**config.mk**
```make
export PLATFORM = sky130hd
export DESIGN_NAME = gf_vec_add_ctrl
export DESIGN_NICKNAME = d
export VERILOG_FILES = /design/src/rtl/gf_pkg.sv /design/src/rtl/gf_add.sv /design/src/rtl/gf_vec_add_ctrl.sv
export SDC_FILE = /design/constraint.sdc
export NUM_CORES = 1
export LEC_CHECK = 0
export CAP_MARGIN = 10
export CELL_PAD_IN_SITES_DETAIL_PLACEMENT = 1
export CELL_PAD_IN_SITES_GLOBAL_PLACEMENT = 1
export CORE_MARGIN = 2
export CORE_UTILIZATION = 31
export DETAILED_ROUTE_END_ITERATION = 8
export GPL_TIMING_DRIVEN = 0
export PLACE_DENSITY = 0.71
export SYNTH_ARGS = -nofsm -noshare
export SYNTH_HDL_FRONTEND = slang
export SYNTH_HIERARCHICAL = 1
export SYNTH_SLANG_ARGS = --single-unit
```
**constraint.sdc**
```tcl
create_clock -name i_clk -period 3 [get_ports i_clk]
set_input_delay 0.6 -clock i_clk [delete_from_list [all_inputs] [get_ports i_clk]]
set_output_delay 0.6 -clock i_clk [all_outputs]
set_load 0.03 [all_outputs]
```
**src/rtl/gf_pkg.sv**
```systemverilog
`default_nettype none
// ============================================================================
// Module  : gf_pkg
// Purpose : Shared constants for the GF(2^WIDTH) vector-add controller.
// Revision: 1.0
// ============================================================================
package gf_pkg;

    localparam int GF_WIDTH = 8;

    localparam logic [1:0] c_ST_IDLE  = 2'd0;
    localparam logic [1:0] c_ST_READ  = 2'd1;
    localparam logic [1:0] c_ST_DRAIN = 2'd2;
    localparam logic [1:0] c_ST_DONE  = 2'd3;

    function automatic int gf_lat(input int reg_in, input int reg_out);
        return reg_in + reg_out;
    endfunction

endpackage
`default_nettype wire

```
**src/rtl/gf_add.sv**
```systemverilog
`default_nettype none
// ============================================================================
// Module  : gf_add
// Purpose : GF(2^WIDTH) adder (bitwise xor) with optional in/out registers.
// Revision: 1.0
// ============================================================================
module gf_add
    import gf_pkg::*;
#(
    parameter int WIDTH   = GF_WIDTH,
    parameter int REG_IN  = 0,
    parameter int REG_OUT = 0
) (
    input  logic             i_clk,
    input  logic             i_rst,
    input  logic             i_start,
    input  logic [WIDTH-1:0] i_a,
    input  logic [WIDTH-1:0] i_b,
    output logic             o_done,
    output logic [WIDTH-1:0] o_data
);

    logic             w_in_vld;
    logic [WIDTH-1:0] w_in_a;
    logic [WIDTH-1:0] w_in_b;
    logic [WIDTH-1:0] w_sum;

    generate
        if (REG_IN != 0) begin : g_reg_in
            logic             r_vld;
            logic [WIDTH-1:0] r_a;
            logic [WIDTH-1:0] r_b;
            always_ff @(posedge i_clk) begin
                if (i_rst) begin
                    r_vld <= 1'b0;
                    r_a   <= '0;
                    r_b   <= '0;
                end else begin
                    r_vld <= i_start;
                    r_a   <= i_a;
                    r_b   <= i_b;
                end
            end
            assign w_in_vld = r_vld;
            assign w_in_a   = r_a;
            assign w_in_b   = r_b;
        end else begin : g_no_reg_in
            assign w_in_vld = i_start;
            assign w_in_a   = i_a;
            assign w_in_b   = i_b;
        end
    endgenerate

    // Result is forced to zero when not valid so idle outputs stay quiet.
    assign w_sum = w_in_vld ? (w_in_a ^ w_in_b) : '0;

    generate
        if (REG_OUT != 0) begin : g_reg_out
            logic             r_vld;
            logic [WIDTH-1:0] r_data;
            always_ff @(posedge i_clk) begin
                if (i_rst) begin
                    r_vld  <= 1'b0;
                    r_data <= '0;
                end else begin
                    r_vld  <= w_in_vld;
                    r_data <= w_sum;
                end
            end
            assign o_done = r_vld;
            assign o_data = r_data;
        end else begin : g_no_reg_out
            assign o_done = w_in_vld;
            assign o_data = w_sum;
        end
    endgenerate

endmodule
`default_nettype wire

```
**src/rtl/gf_vec_add_ctrl.sv**
```systemverilog
`default_nettype none
// ============================================================================
// Module  : gf_vec_add_ctrl
// Purpose : Streams two operand vectors through gf_add into a result memory.
// Revision: 1.0
// ============================================================================
module gf_vec_add_ctrl
    import gf_pkg::*;
#(
    parameter int WIDTH   = GF_WIDTH,
    parameter int N       = 256,
    parameter int ADDR_W  = 8,
    parameter int REG_IN  = 0,
    parameter int REG_OUT = 0
) (
    input  logic              i_clk,
    input  logic              i_rst,
    input  logic              i_start,
    input  logic [ADDR_W:0]   i_len,
    output logic              o_rd_en,
    output logic [ADDR_W-1:0] o_rd_addr,
    input  logic [WIDTH-1:0]  i_data_a,
    input  logic [WIDTH-1:0]  i_data_b,
    output logic              o_wr_en,
    output logic [ADDR_W-1:0] o_wr_addr,
    output logic [WIDTH-1:0]  o_wr_data,
    output logic              o_busy,
    output logic              o_done
);

    localparam int              c_LAT = gf_lat(REG_IN, REG_OUT);
    localparam logic [ADDR_W:0] c_N   = N[ADDR_W:0];
    localparam logic [ADDR_W:0] c_ONE = {{ADDR_W{1'b0}}, 1'b1};

    generate
        if (((2 ** ADDR_W) < N) || (c_LAT > 2)) begin : g_param_err
            $error("gf_vec_add_ctrl: ADDR_W too small for N or bad REG_IN/REG_OUT");
        end
    endgenerate

    logic [1:0]        r_state;
    logic [ADDR_W:0]   r_len;
    logic [ADDR_W:0]   r_rd_cnt;
    logic [ADDR_W:0]   r_wr_cnt;
    logic              r_rd_en_d;
    logic              w_wr_en;
    logic [WIDTH-1:0]  w_sum;
    logic [ADDR_W:0]   w_len_clamped;
    logic [ADDR_W:0]   w_wr_cnt_next;

    assign w_len_clamped = (i_len > c_N) ? c_N : i_len;
    assign w_wr_cnt_next = r_wr_cnt + {{ADDR_W{1'b0}}, w_wr_en};

    always_ff @(posedge i_clk) begin
        if (i_rst) begin
            r_state   <= c_ST_IDLE;
            r_len     <= '0;
            r_rd_cnt  <= '0;
            r_wr_cnt  <= '0;
            r_rd_en_d <= 1'b0;
        end else begin
            r_rd_en_d <= (r_state == c_ST_READ);
            r_wr_cnt  <= w_wr_cnt_next;
            case (r_state)
                c_ST_IDLE: begin
                    if (i_start) begin
                        r_len    <= w_len_clamped;
                        r_rd_cnt <= '0;
                        r_wr_cnt <= '0;
                        r_state  <= (w_len_clamped == '0) ? c_ST_DONE : c_ST_READ;
                    end
                end
                c_ST_READ: begin
                    r_rd_cnt <= r_rd_cnt + c_ONE;
                    if (r_rd_cnt == (r_len - c_ONE)) begin
                        r_state <= c_ST_DRAIN;
                    end
                end
                c_ST_DRAIN: begin
                    // Look at the post-write count so DONE follows the last write directly.
                    if (w_wr_cnt_next == r_len) begin
                        r_state <= c_ST_DONE;
                    end
                end
                c_ST_DONE: r_state <= c_ST_IDLE;
                default:   r_state <= c_ST_IDLE;
            endcase
        end
    end

    gf_add #(
        .WIDTH   (WIDTH),
        .REG_IN  (REG_IN),
        .REG_OUT (REG_OUT)
    ) u_gf_add (
        .i_clk   (i_clk),
        .i_rst   (i_rst),
        .i_start (r_rd_en_d),
        .i_a     (i_data_a),
        .i_b     (i_data_b),
        .o_done  (w_wr_en),
        .o_data  (w_sum)
    );

    assign o_rd_en   = (r_state == c_ST_READ);
    assign o_rd_addr = o_rd_en ? r_rd_cnt[ADDR_W-1:0] : '0;
    assign o_wr_en   = w_wr_en;
    assign o_wr_addr = w_wr_en ? r_wr_cnt[ADDR_W-1:0] : '0;
    assign o_wr_data = w_sum;
    assign o_busy    = (r_state == c_ST_READ) || (r_state == c_ST_DRAIN);
    assign o_done    = (r_state == c_ST_DONE);

endmodule
`default_nettype wire

```
Word level (Yosys, flattened, before mapping)
Cells that the tools add are included.
W data, S select, Z words.
{ "classes": {"reduce_logical": 7, "mux": 13, "magnitude_cmp": 1, "add_sub_neg": 3, "n_bitwise": 1, "eq_ne": 8} }
{ "op_table": {"columns": ["operator", "count"], "rows": [
  ["$mux W9", 4],
  ["$mux W8", 3],
  ["$eq A9 B9 Y1", 2],
  ["$pmux W9 S2", 1],
  ["$add A9 B1 Y9", 1],
  ["$add A9 B1 Y9 const B", 1],
  ["$gt A9 B9 Y1 const B", 1],
  ["$logic_not A9 Y1", 1],
  ["$sub A9 B1 Y9 const B", 1],
  ["$mux W2", 4],
  ["$pmux W2 S4", 1],
  ["$xor A8 B8 Y8", 1],
  ["$eq A2 B2 Y1 const B", 2],
  ["$ne A2 B2 Y1 const B", 2],
  ["$reduce_and A2 Y1", 2],
  ["$reduce_and A3 Y1", 1],
  ["$eq A2 B1 Y1 const B", 1],
  ["$logic_not A2 Y1", 1],
  ["$ne A2 B1 Y1 const B", 1],
  ["$reduce_bool A2 Y1", 1],
  ["$logic_or A1 B1 Y1", 1]
]} }
{ "word_totals": {"wordCells": 38, "in_bits": 28, "register_bits": 30} }

Longest topological paths before layout
Gate-level depths: netlist of run 1.
{ "logic_depth": {"depth_word": 6, "depth_mapped": 10} }

Modules after synthesis
Netlist of run 1, hierarchy kept.
{ "by_module_without_submodules": {"columns": ["module", "instances", "seq_area_each_um2", "area_each_um2", "cells_each"], "rows": [
  ["gf_vec_add_ctrl", 1, 600.6, 1849.3, 221],
  ["gf_add", 1, 0.0, 127.6, 17]
]} }

Least setup slack after synthesis of run 1
OpenSTA, ideal clock, no wires.
{ "synth_timing": {"path_type": "flip-flop to flip-flop", "from": "register r_rd_en_d", "to": "register r_state[1]", "required_time_ps": 2871, "setup_slack_ps": -265, "t_arrival_ps": 3136, "synth_period_minus_slack_ps": 3265, "setup_ps": 129, "stages_incl_launch_ff": 10, "cell_sequence": "dfxtp_1 -> buf_4 -> ha_1 -> ha_1 -> xor2_1 -> or4_1 -> or4b_1 -> o32a_1 -> a2111oi_4 -> nor3_2"} }
{ "synth_via": {"elab_chain_len": 4} }
{ "synth_lines": {"columns": ["element", "line", "rtl"], "rows": [
  ["start: declaration", "gf_vec_add_ctrl.sv:45", "logic r_rd_en_d;"],
  ["start signal: assignment", "gf_vec_add_ctrl.sv:62", "r_rd_en_d <= (r_state == c_ST_READ);"],
  ["$add A9 B1 Y9", "gf_vec_add_ctrl.sv:52", "assign w_wr_cnt_next = r_wr_cnt + {{ADDR_W{1'b0}}, w_wr_en};"],
  ["$eq A9 B9 Y1", "gf_vec_add_ctrl.sv:81", "if (w_wr_cnt_next == r_len) begin"],
  ["$ne A2 B2 Y1 (no source line)", null, null],
  ["$reduce_and A3 Y1 (no source line)", null, null],
  ["end signal: assignment", "gf_vec_add_ctrl.sv:56", "r_state <= c_ST_IDLE;"],
  ["end signal: assignment", "gf_vec_add_ctrl.sv:82", "r_state <= c_ST_DONE;"],
  ["end signal: assignment", "gf_vec_add_ctrl.sv:85", "c_ST_DONE: r_state <= c_ST_IDLE;"],
  ["end: declaration", "gf_vec_add_ctrl.sv:41", "logic [1:0] r_state;"]
]} }
No other way between the ends.
A chain may end at the register's enable or synchronous reset.

Worst setup path after layout of run 1
Ends and elaborated chain as after synthesis.

==> impl.org, run 1 <==
** Critical path
- STA classifies the critical path endpoint as a flop.
- STA classifies the critical path startpoint as a flop.
- The signal on the critical path passes through ha_4, ha_4, xor2_1, or4_1, or4b_1, o32a_1, a2111oi_4, nor3_2.
- Biggest cell delay along the critical path :: 0.51 ns
- Critical path fanouts, max :: 9
- The largest individual stage delay along the critical path comes from the cell sky130_fd_sc_hd__or4_1.
- The worst setup path is of the flop to flop kind.
- Depth of the most critical reg-to-reg path :: 8
- Most numerous cell on the critical path :: sky130_fd_sc_hd__ha_4
- At the worst endpoint, the arrival time is 3.05 ns.
- Endpoint required time on the critical path :: 3.16 ns

** Finish
- Layout Nets :: 337
- Cells fill 44.91% of the core in the end.
- The repair_antennas step left the layout with diodes totalling 0.
- Compared with the post-synthesis result, the final layout area differs by 41.77%.
- For this run, the number of standard cells in the final layout without fillers is 379.
- Cells with a size suffix above 1 make up 8.609% of the layout.

** Power and ir drop
- Maximum resistive drop on vdd :: 0.0004074 V
- The clock network burns 25.3% of the power.
- The internal power of the cells totals 1.013 mW.
- The analysis attributes to net switching a power of 593.5 µW.
- Dividing total power by cell area gives a power density of 573.1 nW/µm².
- Switching portion of total power :: 36.95%
- Leakage :: 1.051 nW
- Combinational cells account for 44.5% of the total power.
- Register share of total power :: 30.2%

** Die
- Starting density of the core :: 31.68%
- Top-level I/O count :: 56
- Die footprint :: 7032 µm²
- Die X :: 83.86 µm
- The die is 83.86 µm tall.
- The floorplan step defined a core boundary enclosing 6241 µm².
- Row count :: 29

** Synth
- Async SR Flop Fraction :: 0%
- Number of flops mapped to enable cells by yosys :: 0
- Net count after synthesis :: 274
- Syn_area_per_cell :: 8.306 µm²
- Most instantiated library cell after synthesis :: sky130_fd_sc_hd__dfxtp_1
- Synthesis Warnings :: 6
- Sequential area share after synthesis :: 30.38%
- Leading post-synthesis cells by cell area :: sky130_fd_sc_hd__dfxtp_1, sky130_fd_sc_hd__xor2_1, sky130_fd_sc_hd__xnor2_1, sky130_fd_sc_hd__and2_1, sky130_fd_sc_hd__ha_1
- Summed over all instances, the cell type with the most area after synthesis is sky130_fd_sc_hd__dfxtp_1.
- Cells after synthesis :: 238
- Most instantiated cells after synthesis :: sky130_fd_sc_hd__dfxtp_1, sky130_fd_sc_hd__and2_1, sky130_fd_sc_hd__nor2_1
- Number of storage elements in the synthesis netlist :: 30
- For this run, the leading register cell type out of synthesis is sky130_fd_sc_hd__dfxtp_1.
- Summed instance area of the synthesized netlist :: 1977 µm²
- The netlist uses 42 different library cells.
- Portion of synthesized cell area occupied by the leading cell type :: 30.38%

** Worst hold path
- Worst Hold Path Cells :: 2
- Type of the worst min-delay path :: flop to flop

** Timing
- In this run the tightest slew margin relative to its limit is 31.61%.
- At the pin with the least slew margin, the transition time is 1.020 ns.
- Clock Skew :: 0.01244 ns
- Fmax :: 346.2 MHz
- The max-slew violation count came to 0.
- Tcrit/Tclk final :: 96.28%
- Count of endpoints failing hold in the final timing report :: 0
- Number of setup violations in the final report :: 0
- Summed over all failing endpoints, the final setup total negative slack is 0 ns.
- The worst path in the final design needs a cycle of 2.889 ns, including I/O delays and setup.
- Setup repair after global routing left no endpoint under its margin.

** GRT
- Via count of the first global-routing pass :: 1888
- Antenna violations before repair :: 0
- Peak-usage layer in the global routing report :: met2
- Overall overflow remaining after global route :: 0
- GRT Overall Usage :: 15.97%
- For met3 alone, demand over resource in global routing was 3.660%.
- Entering global routing, the biggest net connects 11 pins.
- The first global-routing pass estimated 8.997 mm of wire.
- Routing usage on met2 :: 24.80%
- For met1 alone, demand over resource in global routing was 21.69%.

** CTS
- Clock sink count :: 30
- CTS tree :: yes
- H-tree depth :: 2
- Worst-Skew Late Latency :: 0.29 ns
- TritonCTS created 5 clock buffers.
- The clock passes through at most 2 buffers.
- After clock tree synthesis, the clock-pin slew on the worst setup and hold paths is 0.07 ns.
- The number of hold buffers added after CTS was 0.
- The root buffer cell chosen for the clock tree is sky130_fd_sc_hd__clkbuf_8.

** Detailed routing
- Before antenna repair, the detailed router went through 4 iterations.
- Total Wirelength :: 5.366 mm
- Average wire per cell in the routed design :: 14.16 µm
- Remaining DRCs :: 0
- Dividing the detail-routed via count by the number of cells gives 4.934.
- Number of vias after detailed routing :: 1870
- For this block, the initial DRC count from the detailed router was 80.
- Antenna-violating nets left :: 0

** Outcome
- The run finished with clean final reports.

** Placement
- Placer congestion estimate :: 0.8302
- Quantity of I/O buffers inserted on ports :: 54
- Placed cells :: 369
- Detailed placement finished with a half-perimeter wire length of 4.188 mm.

** Job
- The tool flagged a number of max-cap violations equal to 0.
-- what timing repair did --
item                                    4_1_cts  5_1_grt
setup buffers                                 0        3
gates resized for setup                       1       11
endpoints found under the setup margin        2        2
pin swaps                                     2        3
-- power groups by stage --
stage                     combinational (mW)  clock (mW)  sequential [mW]
after floorplan                        0.492           0            0.473
after global placement                 0.679           0            0.488
after detailed placement               0.693           0            0.488
after CTS                              0.697       0.421            0.480
after global routing                   0.788       0.439            0.492
final                                  0.715       0.407            0.485
-- final timing paths --
path	from	end	slack, ns
worst max-delay path	r_rd_en_d	r_state[1]	0.11
worst min-delay path	r_rd_cnt[8]	r_rd_cnt[8]	0.55
worst max register to register	r_rd_en_d	r_state[1]	0.11
worst min register to register	r_rd_cnt[8]	r_rd_cnt[8]	0.55
-- cell usage in the layout (no fill, tap or decap), types with 4 or more instances in the layout --
cell	count
sky130_fd_sc_hd__nand2_1	16
sky130_fd_sc_hd__dfxtp_1	27
sky130_fd_sc_hd__ha_1	6
sky130_fd_sc_hd__nand3_1	5
sky130_fd_sc_hd__nor4_1	4
sky130_fd_sc_hd__nand4_1	6
sky130_fd_sc_hd__xor2_1	19
sky130_fd_sc_hd__nor2_1	24
sky130_fd_sc_hd__clkdlybuf4s50_1	53
sky130_fd_sc_hd__xnor2_1	17
sky130_fd_sc_hd__clkbuf_1	9
sky130_fd_sc_hd__inv_1	9
sky130_fd_sc_hd__clkbuf_8	5
sky130_fd_sc_hd__a22o_1	5
sky130_fd_sc_hd__and2_1	24
sky130_fd_sc_hd__nor3_1	4
sky130_fd_sc_hd__a21oi_1	9
sky130_fd_sc_hd__o21ai_0	10
-- registers in the layout (all words and copies together) (netlist names) --
| signal | count |
|---|---|
| r_state | 2 |
| r_wr_cnt | 9 |
| r_rd_en_d | 1 |
| r_rd_cnt | 9 |
| r_len | 9 |
-- metal layers --
metal	vias up	share of wire, %
li1	938	-
met1	877	48
met2	51	45
met3	4	4.8
met4	0	1.5
met5	-	0
-- through the flow --
| stage | hold slack, ns | area, µm² | setup slack (ns) | total power [mW] |
|---|---|---|---|---|
| 2_1_floorplan | 0.4687 | 1994 | 0.03244 | 0.9650 |
| 3_3_place_gp | 0.5208 | 2631 | -0.3496 | 1.168 |
| 3_5_place_dp | 0.5339 | 2631 | -0.3501 | 1.181 |
| 4_1_cts | 0.5518 | 2743 | 0.04258 | 1.598 |
| 5_1_grt | 0.5857 | 2803 | 0.008195 | 1.719 |
| 6_report | 0.5469 | 2803 | 0.1115 | 1.606 |
-- critical path: cells and delay by family, from the launching register on --
kind            cells  cell delay (ns)
compound gates      2             0.76
xor+xnor            1             0.14
simple gates        3             1.07
fa+ha+maj           2             0.42
flops               1             0.37
-- kinds of logic (layout without fill, tap and decap cells) --
kind of cell	count (synthesis)	count (layout)	synth area share (%)
fa+ha+maj	8	8	5.063
mux	2	2	1.013
xor+xnor	39	39	18.73
flops	30	30	30.38
compound gates	38	38	13.73
buf+inv	21	85	4.494
simple gates	100	100	26.58
-- cell type report --
class / instances / area [µm²]
timing repair buffer: 57 / 570.5
tap: 77 / 96.34
fill: 758 / 3438
inverter: 10 / 37.54
multi-input combinational: 187 / 1338
buffer: 10 / 47.55
clock inverter: 1 / 30.03
sequential: 30 / 606.8
clock buffer: 7 / 76.32
No activity file was read; power rests on OpenSTA's default activity.
==> run 2, diff against run 1 <==
--- a/config.mk
+++ b/config.mk
@@ -8,7 +8,7 @@
 export CAP_MARGIN = 10
 export CELL_PAD_IN_SITES_DETAIL_PLACEMENT = 1
 export CELL_PAD_IN_SITES_GLOBAL_PLACEMENT = 1
-export CORE_MARGIN = 2
+export CORE_MARGIN = 5
 export CORE_UTILIZATION = 31
 export DETAILED_ROUTE_END_ITERATION = 8
 export GPL_TIMING_DRIVEN = 0
==> run 2 against run 1 <==
First-iteration DRC count decreased by 24%. Sequential power decreased by 0.8%. Clock power decreased by 14%. Non-clock buffer count increased by 3. Combinational power increased by 3.2%. Sequential share of layout area decreased by 0.20 points. Highest routed layer unchanged. Largest cell class unchanged. Via count increased by 2.2%. Register-to-register slack improved by 0.04 ns. Global-route usage decreased by 2.0 points.
==> impl.org, run 2 (synthesis results as in run 1) <==
** Die
- Top-level I/O count :: 56
- The die covers 8074 µm².
- For this configuration, the core starts out at a cell density of 31.49%.
- Die X :: 89.86 µm
- Die height :: 89.86 µm
- The core region is 6277 µm².
- Row count :: 29

** Critical path
- The worst setup path is launched from a flop.
- By startpoint and endpoint, the worst setup path is classified as flop to flop.
- For this design, the slowest cell found on the critical path is sky130_fd_sc_hd__or4b_4.
- Among cell families on the critical path, the largest total delay comes from simple AND/OR/NAND/NOR gates.
- Biggest cell delay along the critical path :: 0.53 ns
- Critical path fanouts, max :: 5
- Worst endpoint data arrival time :: 3.06 ns
- At the worst endpoint, the required time is 3.21 ns.
- The critical path contains buffers and inverters numbering 0 combined.
- Most numerous cell on the critical path :: sky130_fd_sc_hd__ha_4
- The worst setup path is captured at a flop.
- List of cells traversed by the critical path :: ha_4, ha_4, xnor2_4, xnor2_1, or4_1, or4b_4, o32a_1, o21ai_1, o311a_1

** Detailed routing
- The highest metal layer carrying signal wires in the routed design is met4.
- Dividing the detail-routed via count by the number of cells gives 5.005.
- Detailed-router iteration count before antenna repair :: 4
- Met2 wire length :: 2.630 mm
- Metal-1 WL :: 2.783 mm
- Summed over all nets, wire length on met3 after detailed routing comes to 280 µm.
- After detailed routing, the average wire length per cell comes to 15.14 µm.
- First-iteration detailed-routing DRC count :: 61
- Remaining DRCs :: 0
- The routed layout has 1912 vias.
- Total Wirelength :: 5.782 mm
- Antenna-violating nets left :: 0

** GRT
- GRT Overall Usage :: 14.00%
- Via count of the first global-routing pass :: 1901
- Summed over all layers, the global routing overflow is 0.
- Antenna violations before repair :: 0
- Entering global routing, the biggest net connects 11 pins.
- Wire length of the first global-routing pass :: 9.432 mm

** Timing
- Final Critical Period :: 2.845 ns
- Headroom to the max-slew limit came out at 35.53%.
- The max-slew violation count came to 0.
- Setup total negative slack on the finished layout was measured at 0 ns.
- Count of endpoints failing hold in the final timing report :: 0
- Tcrit/Tclk final :: 94.83%
- For the final database, setup skew stands at 0.005180 ns.
- Setup violations remaining at the end of the flow were counted as 0.
- Fmax :: 351.5 MHz
- Worst slew pin tran :: 0.9613 ns

** Placement
- Detailed placement ended at an HPWL of 4.410 mm.
- In this run the tool buffered the top-level ports with 54 buffer cells.
- Placer congestion estimate :: 0.7931

** Finish
- Cells with a size suffix above 1 make up 10.49% of the layout.
- Layout Nets :: 340
- Layout Area Growth over Synthesis :: 43.10%
- In the layout the commonest cells are sky130_fd_sc_hd__clkdlybuf4s50_1, sky130_fd_sc_hd__dfxtp_1, sky130_fd_sc_hd__and2_1, sky130_fd_sc_hd__nor2_1, sky130_fd_sc_hd__xor2_1.
- Diode count :: 0
- The largest registers in the layout are r_len (9), r_rd_cnt (9), r_wr_cnt (9).
- The library cell used most frequently in the layout, excluding fill and tap cells, is sky130_fd_sc_hd__clkdlybuf4s50_1.

** Power and ir drop
- Power per Cell Area :: 555.3 nW/µm²
- Leakage :: 1.065 nW
- Summing internal, switching and leakage power gives 1.571 mW.
- IR analysis of the VDD net gives a maximum drop of 0.0003611 V.

** CTS
- Number of buffers on the longest clock path :: 2
- In this run, post-CTS hold repair placed 0 buffers.
- CTS tree :: yes
- Clock tree synthesis selected as its root buffer the cell sky130_fd_sc_hd__clkbuf_8.
- Buffers inserted during clock tree synthesis total 5.
- The clock reaches the later pin of the worst-skew pair after 0.28 ns.
- In this run the number of H-tree levels came out at 2.
- Clock sink count :: 30
- Clock-pin slew was measured on the worst setup and hold paths at 0.07 ns.

** Worst hold path
- Type of the worst min-delay path :: flop to flop

** Outcome
- Result of the run :: completed

** Job
- Maximum capacitance violations :: 0
==> run 2: cell count changes in the layout (fill, tap and decap cells not counted), sizes merged <==
cell      before  now
buf            5    8
bufinv         1    0
clkbuf        14   13
clkinv         0    1
clkinvlp       0    1
==> run 2: report_power, final <==
group | switching (mW) | total, mW | leakage, nW | internal (mW)
Sequential | 0.0423 | 0.481 | 0.244 | 0.439
Clock | 0.167 | 0.351 | 0.0472 | 0.184
Combinational | 0.404 | 0.738 | 0.773 | 0.334
==> run 2: metrics by stage <==
stage          utilization [%]  area (µm²)  setup slack, ns  std cells  hold slack (ns)
3_3_place_gp             41.92        2631          -0.3447        369           0.5230
5_1_grt                  45.07        2829        -0.005357        382           0.5927
2_1_floorplan                -        1994          0.03244        238           0.4687
6_report                 45.07        2829           0.1550        382           0.5471
4_1_cts                  43.99        2761          0.02751        377           0.5490
3_5_place_dp             41.92        2631          -0.3565        369           0.5299
==> run 2: metal layers <==
| layer | track usage, % | vias to the layer above |
|---|---|---|
| li1 | - | 945 |
| met1 | 19.04 | 898 |
| met2 | 21.89 | 63 |
| met3 | 3.255 | 6 |
| met4 | 4.467 | 0 |
| met5 | 0 | - |
==> run 2: path summary, 6_finish.rpt <==
kind	start	end	slack, ns	cells past startpoint
setup / recovery	r_rd_en_d	r_state[0]	0.16	9
hold / removal	r_rd_cnt[8]	r_rd_cnt[8]	0.55	2
setup reg to reg	r_rd_en_d	r_state[0]	0.16	9
hold reg to reg	r_rd_cnt[8]	r_rd_cnt[8]	0.55	2
==> run 2: area by class of cell <==
type / count / area, µm²
timing repair buffer: 60 / 590.6
clock inverter: 2 / 12.51
fill: 762 / 3448
sequential: 30 / 606.8
buffer: 10 / 43.79
inverter: 10 / 37.54
tap: 77 / 96.34
multi-input combinational: 187 / 1359
clock buffer: 6 / 82.58
==> run 2: timing repair <==
item	4_1_cts	5_1_grt
gates resized for setup	5	8
setup endpoints to repair	2	2
pin swaps	1	6
setup buffers	0	6
cloned	0	0
==> run 2: worst reg2reg max path, stage by stage, from the launching register on <==
cell	delay, ns
sky130_fd_sc_hd__dfxtp_4	0.37
sky130_fd_sc_hd__ha_4	0.17
sky130_fd_sc_hd__ha_4	0.17
sky130_fd_sc_hd__xnor2_4	0.13
sky130_fd_sc_hd__xnor2_1	0.13
sky130_fd_sc_hd__or4_1	0.52
sky130_fd_sc_hd__or4b_4	0.53
sky130_fd_sc_hd__o32a_1	0.41
sky130_fd_sc_hd__o21ai_1	0.16
sky130_fd_sc_hd__o311a_1	0.20
